<file path="src/rtl/fwd_producer_pkg.sv">
// Forwarding types shared by the EX/MEM/WB result path.
// Stage records, forward packages and the x0 constant.
package fwd_producer_pkg;

  localparam int XLEN = 32;
  localparam int RW   = 5;

  localparam logic [RW-1:0] REG_ZERO = 5'd0;

  typedef struct packed {
    logic [RW-1:0]   fwd_rd_addr;
    logic [XLEN-1:0] fwd_rd_data;
    logic            fwd_allow;
  } fwd_t;

  typedef struct packed {
    logic            valid;
    logic            wren;
    logic            load;
    logic [RW-1:0]   rd_addr;
    logic [XLEN-1:0] rd_data;
  } stage_rec_t;

  localparam stage_rec_t REC_NONE = '0;

  // A record that will really update a register other than x0.
  function automatic logic rec_live(stage_rec_t r);
    return r.valid & r.wren & (r.rd_addr != REG_ZERO);
  endfunction

endpackage

</file>
<file path="src/rtl/load_use_detector.sv">
// Load-use hazard check: a load in MEM feeding an EX source.
// Purely combinational; a flushed EX instruction never stalls.
module load_use_detector
  import fwd_producer_pkg::*;
(
  input  stage_rec_t        mem_rec_i,
  input  logic              ex_valid_i,
  input  logic              flush_i,
  input  logic [RW-1:0]     rs1_addr_i,
  input  logic [RW-1:0]     rs2_addr_i,
  input  logic              use_rs1_i,
  input  logic              use_rs2_i,
  output logic              stall_o
);

  logic hit1;
  logic hit2;

  // Stall when a live load in MEM targets a source EX reads.
  always_comb begin
    hit1    = use_rs1_i & (rs1_addr_i == mem_rec_i.rd_addr);
    hit2    = use_rs2_i & (rs2_addr_i == mem_rec_i.rd_addr);
    stall_o = rec_live(mem_rec_i) & mem_rec_i.load
            & ex_valid_i & ~flush_i & (hit1 | hit2);
  end

endmodule

</file>
<file path="src/rtl/fwd_producer.sv">
// EX->MEM->WB result registers, forward packages, regfile port.
// FWD_STATS_EN adds o_stall_cnt, a wrapping stall-cycle counter.
module fwd_producer
  import fwd_producer_pkg::*;
(
  input  logic            i_clk,
  input  logic            i_rst_n,
  input  logic            i_ex_valid,
  input  logic            i_ex_wren,
  input  logic            i_ex_load_en,
  input  logic [RW-1:0]   i_ex_rd_addr,
  input  logic [XLEN-1:0] i_ex_rd_data,
  input  logic [RW-1:0]   i_ex_rs1_addr,
  input  logic [RW-1:0]   i_ex_rs2_addr,
  input  logic            i_ex_use_rs1,
  input  logic            i_ex_use_rs2,
  input  logic            i_flush,
  input  logic [XLEN-1:0] i_lsu_rdata,
  output fwd_t            o_mem_fwd_pkg,
  output fwd_t            o_wb_fwd_pkg,
  output logic            o_stall,
  output logic            o_rf_wren,
  output logic [RW-1:0]   o_rf_rd_addr,
`ifdef FWD_STATS_EN
  output logic [XLEN-1:0] o_stall_cnt,
`endif
  output logic [XLEN-1:0] o_rf_rd_data
);

  stage_rec_t mem_q;
  stage_rec_t mem_d;
  stage_rec_t wb_q;
  logic       stall;

  load_use_detector u_lud (
    .mem_rec_i  (mem_q),
    .ex_valid_i (i_ex_valid),
    .flush_i    (i_flush),
    .rs1_addr_i (i_ex_rs1_addr),
    .rs2_addr_i (i_ex_rs2_addr),
    .use_rs1_i  (i_ex_use_rs1),
    .use_rs2_i  (i_ex_use_rs2),
    .stall_o    (stall)
  );

  // Next MEM entry: EX result, or a bubble on kill/stall/idle.
  always_comb begin
    mem_d = REC_NONE;
    if (i_ex_valid & ~i_flush & ~stall) begin
      mem_d.valid   = 1'b1;
      mem_d.wren    = i_ex_wren;
      mem_d.load    = i_ex_load_en;
      mem_d.rd_addr = i_ex_rd_addr;
      mem_d.rd_data = i_ex_rd_data;
    end
  end

  // Stage registers; WB simply follows MEM every cycle.
  always_ff @(posedge i_clk) begin
    if (!i_rst_n) begin
      mem_q <= REC_NONE;
      wb_q  <= REC_NONE;
    end else begin
      mem_q <= mem_d;
      wb_q  <= mem_q;
    end
  end

  // Forward packages and regfile port; MEM loads never forward.
  always_comb begin
    o_mem_fwd_pkg.fwd_allow   = rec_live(mem_q) & ~mem_q.load;
    o_mem_fwd_pkg.fwd_rd_addr = mem_q.rd_addr;
    o_mem_fwd_pkg.fwd_rd_data = mem_q.rd_data;
    o_wb_fwd_pkg.fwd_allow    = rec_live(wb_q);
    o_wb_fwd_pkg.fwd_rd_addr  = wb_q.rd_addr;
    o_wb_fwd_pkg.fwd_rd_data  = wb_q.load ? i_lsu_rdata
                                          : wb_q.rd_data;
    o_rf_wren    = o_wb_fwd_pkg.fwd_allow;
    o_rf_rd_addr = o_wb_fwd_pkg.fwd_rd_addr;
    o_rf_rd_data = o_wb_fwd_pkg.fwd_rd_data;
    o_stall      = stall;
  end

`ifdef FWD_STATS_EN
  logic [XLEN-1:0] cnt_q;
  logic [XLEN-1:0] cnt_d;

  // Count stall cycles, wrapping naturally at 2^32.
  always_comb begin
    cnt_d = cnt_q;
    if (stall) cnt_d = cnt_q + 32'd1;
  end

  // Counter register, held at zero while in reset.
  always_ff @(posedge i_clk) begin
    if (!i_rst_n) cnt_q <= '0;
    else          cnt_q <= cnt_d;
  end

  assign o_stall_cnt = cnt_q;
`endif

endmodule

</file>
<file path="config.mk">
export PLATFORM = sky130hd
export DESIGN_NAME = fwd_producer
export DESIGN_NICKNAME = d
export VERILOG_FILES = /design/src/rtl/fwd_producer_pkg.sv /design/src/rtl/load_use_detector.sv /design/src/rtl/fwd_producer.sv
export SDC_FILE = /design/constraint.sdc
export NUM_CORES = 1
export LEC_CHECK = 0
export BUFFER_PORTS_ARGS = -buffer_cell sky130_fd_sc_hd__buf_2
export CORE_MARGIN = 3
export CORE_UTILIZATION = 30
export DETAILED_ROUTE_END_ITERATION = 8
export GPL_TIMING_DRIVEN = 0
export PLACE_DENSITY = 0.56
export REMOVE_ABC_BUFFERS = 1
export SETUP_SLACK_MARGIN = 0.02
export SLEW_MARGIN = 15
export SYNTH_ARGS = -nofsm -noshare
export SYNTH_HDL_FRONTEND = slang
export SYNTH_SLANG_ARGS = --single-unit
</file>
<file path="constraint.sdc">
create_clock -name i_clk -period 4.1 [get_ports i_clk]
set_clock_uncertainty 0.15 [all_clocks]
set_input_delay 0.205 -clock i_clk [delete_from_list [all_inputs] [get_ports i_clk]]
set_output_delay 0.205 -clock i_clk [all_outputs]
set_load 0.005 [all_outputs]
</file>
==> out/qor.txt <==
# diodes = 0
Total grt overflow = 0
Largest net degree at the start of global routing = 81
Min-Delay Endpoint = mem_q[39]$_SDFF_PN0_
Number of gates resized after cts = 0
Port Buffers = 201
Worst min path class = in -> reg
Initial antenna violation count = 0
Crit Path Category = reg -> out
Register area share after synthesis = 43.55%
M2 GR Usage = 22.72%
GR Util met3 = 4.560%
Critical path's largest stage delay = 550 ps
Area leader, netlist = dfxtp_1
Pleak = 0.002458 µW
CP delay by family, top = simple AND/OR/NAND/NOR gates
R2r endpoint = o_mem_fwd_pkg[18]$_SDFF_PN0_
Max Cap Violations = 0
Gp weighted congestion = 0.7413
Total CTS buffers = 9
Reg clk slew, reported paths = 60 ps
Hold path depth = 4
Critical path endpoint category = primary output
Top post-synthesis cells by area = dfxtp_1 (44%), buf_4 (16%), mux2_2 (9.8%)
Clock network fraction of design power = 45.0%
Post-CTS Setup Bufs = 0
Synth Instances = 362
Max Fanout on Critical Path = 18
Setup TNS Final = 0 ps
Hold path start = i_flush
Sw Ratio = 21.18%
Clk Latency, worst-skew pair = 330 ps
Worst path slowest cell = or4_4
Final-layout fill cell count = 1142
Drt pass-1 iters = 4
Slew @ Worst Pin = 673.1 ps
Max Clk Rate = 0.3958 GHz
Syn. warnings = 0
Headroom to the max-slew limit = 55.12%
Register bit count reported by yosys = 80
Root Buffer = clkbuf_16
Synth top cells by count = buf_4 (80), dfxtp_1 (80), a21oi_2 (40), and2_1 (39), nand3_1 (39)
Grt met1 use = 13.07%
IO Pins = 202
Crit-path cells = or4_4 > o211ai_2 > nor2_4 > buf_12 > and2_2 > buf_2
DP HPWL = 6.284 mm
Cell Int Power = 1401 µW
Pwr Density = 355.0 nW/µm²
R2r worst-path depth = 5
Busiest layer in global routing = met2
Logic pwr share = 9.7%
Critical Path RT = 3740 ps
Synth Flop Type = dfxtp_1
Post-synth ARST share = 0%
Clock Sink Count = 80
Post-synth top area share = 43.55%
DP Cell Count = 606
Row Count = 39
Post-synthesis cell type count = 22
EDFF count, synth = 0
RSZ-0062 raised after global routing = no
Min Tclk post-route = 2527 ps
Crit path launch = o_mem_fwd_pkg[34]$_SDFF_PN0_
Initial core utilization = 31.40%
Sequential share of power = 45.3%
Via count = 2827
Fin. Hold Viols = 0
Clock Path Buffers = 2
Setup violators final = 0
Max-slew violations = 0
Worst IR Drop VDD = 0.2632 mV
Overall Global Routing Usage = 12.56%
Dpl cell area = 4314 µm²
Non-filler instance count after layout = 661
CTS tree = built
PnR worst setup slack = 1573 ps
Die height = 116.7 µm
WHS = 134.2 ps
Worst reg2reg setup slack = 2220 ps
Die Width = 116.7 µm
CP bufs+invs = 2
DRT iter0 DRCs = 79
Nets = 600
R2R Path Start = o_mem_fwd_pkg[34]$_SDFF_PN0_
Mapped cell area = 3677 µm²
H-tree lvl count = 3
Psw = 376.6 µW
First-pass GRT wire length = 13.19 mm
CP arrival = 2170 ps
Drc violations = 0
Antenna Nets Post-Route = 0
Placeable core area = 11710 µm²
Share of cells above drive strength 1 = 58.11%
Number of vias per cell = 4.277
Number of global-route vias before repair = 2778
CP Launch Type = register
Fin area = 5007 µm²
Final period utilization = 61.63%
Layout area overhead = 36.17%
Routed wire length = 8.803 mm
Status = finished clean
Mean post-synth cell area = 10.16 µm²
Routed len/inst = 13.32 µm
Dpl ws = 1734 ps
Die area = 13620 µm²
-- worst min-delay path, stage by stage --
cell     delay, ps
buf_2          100
nor2b_4        110
nand2_1        110
a21oi_2         30
-- stage by stage --
stage                     total power [µW]  utilization [%]
after global routing                  1857            42.76
after global placement               955.3            35.26
after CTS                             1809            42.74
after detailed placement             967.5            36.84
final                                 1778            42.76
after floorplan                      870.5                -
-- worst max-delay path by stage --
stage	to	depth (start not counted)
finish	o_stall	6
global route	o_stall	6
CTS	o_stall	6
detailed placement	o_stall	7
global placement	o_stall	6
floorplan	o_stall	4
-- registers in the layout (all words and copies together) (netlist names) --
| name | cells |
|---|---|
| o_mem_fwd_pkg | 37 |
| wb_q | 35 |
| o_rf_rd_addr | 5 |
| mem_q | 3 |
-- kinds of logic (layout without fill, tap and decap cells) --
logic type | after synthesis | after routing | share of synthesized area [%]
compound gates | 43 | 43 | 10.31
buf+inv | 106 | 262 | 19.94
mux | 32 | 32 | 9.799
flops | 80 | 80 | 43.55
simple gates | 91 | 91 | 14.02
xor+xnor | 10 | 10 | 2.382
-- layout make-up --
type | count | area, µm² | share of cell area, %
multi-input cells | 176 | 1369 | 27.34
repair buffers | 246 | 1556 | 31.08
clock inverters | 3 | 40.04 | 0.7996
flip-flops and latches | 80 | 1603 | 32.01
well taps | 143 | 178.9 | 3.573
clock buffers | 13 | 260.3 | 5.197
-- layer usage --
| layer | share of wire [%] | vias to the layer above |
|---|---|---|
| met1 | 39 | 1281 |
| met3 | 7.2 | 13 |
| met2 | 52 | 116 |
| li1 | - | 1417 |
| met5 | 0 | - |
| met4 | 1.7 | 0 |
-- timing repair --
action | CTS | global route
setup endpoints to repair | 0 | 0
hold buffers | 39 | 0
endpoints found under the hold margin | 39 | 0
-- power groups by stage --
stage / clock, µW / combinational, µW / sequential, µW
6_report: 800 / 173 / 804
3_5_place_dp: 0 / 146 / 822
3_3_place_gp: 0 / 133 / 822
4_1_cts: 830 / 175 / 805
2_1_floorplan: 0 / 49.2 / 821
5_1_grt: 861 / 190 / 806
-- layout by cell type (no fill, tap or decap) --
| master | Yosys | routed |
|---|---|---|
| buf_2 | 4 | 200 |
| dfxtp_1 | 80 | 79 |
| a21oi_2 | 40 | 40 |
| nand3_1 | 39 | 39 |
| and2_1 | 39 | 39 |
| dlygate4sd3_1 | 0 | 39 |
| mux2_2 | 32 | 32 |
| xnor2_1 | 10 | 10 |
| clkbuf_16 | 0 | 9 |
| buf_16 | 0 | 5 |
| nand2_1 | 4 | 4 |
| nand4_1 | 2 | 2 |
| and2_2 | 2 | 2 |
| clkbuf_1 | 15 | 2 |
| clkinv_2 | 0 | 2 |
| clkbuf_8 | 0 | 2 |
| or4_4 | 1 | 1 |
| o211ai_2 | 1 | 1 |
| nor2_1 | 1 | 1 |
| or3_1 | 1 | 1 |
| o311a_1 | 1 | 1 |
| o22ai_4 | 0 | 1 |
| nor2b_4 | 0 | 1 |
| nor2_4 | 0 | 1 |
| bufinv_16 | 0 | 1 |
| buf_4 | 80 | 1 |
| buf_12 | 0 | 1 |
| dfxtp_2 | 0 | 1 |
Power figures use the tool's default switching activity.
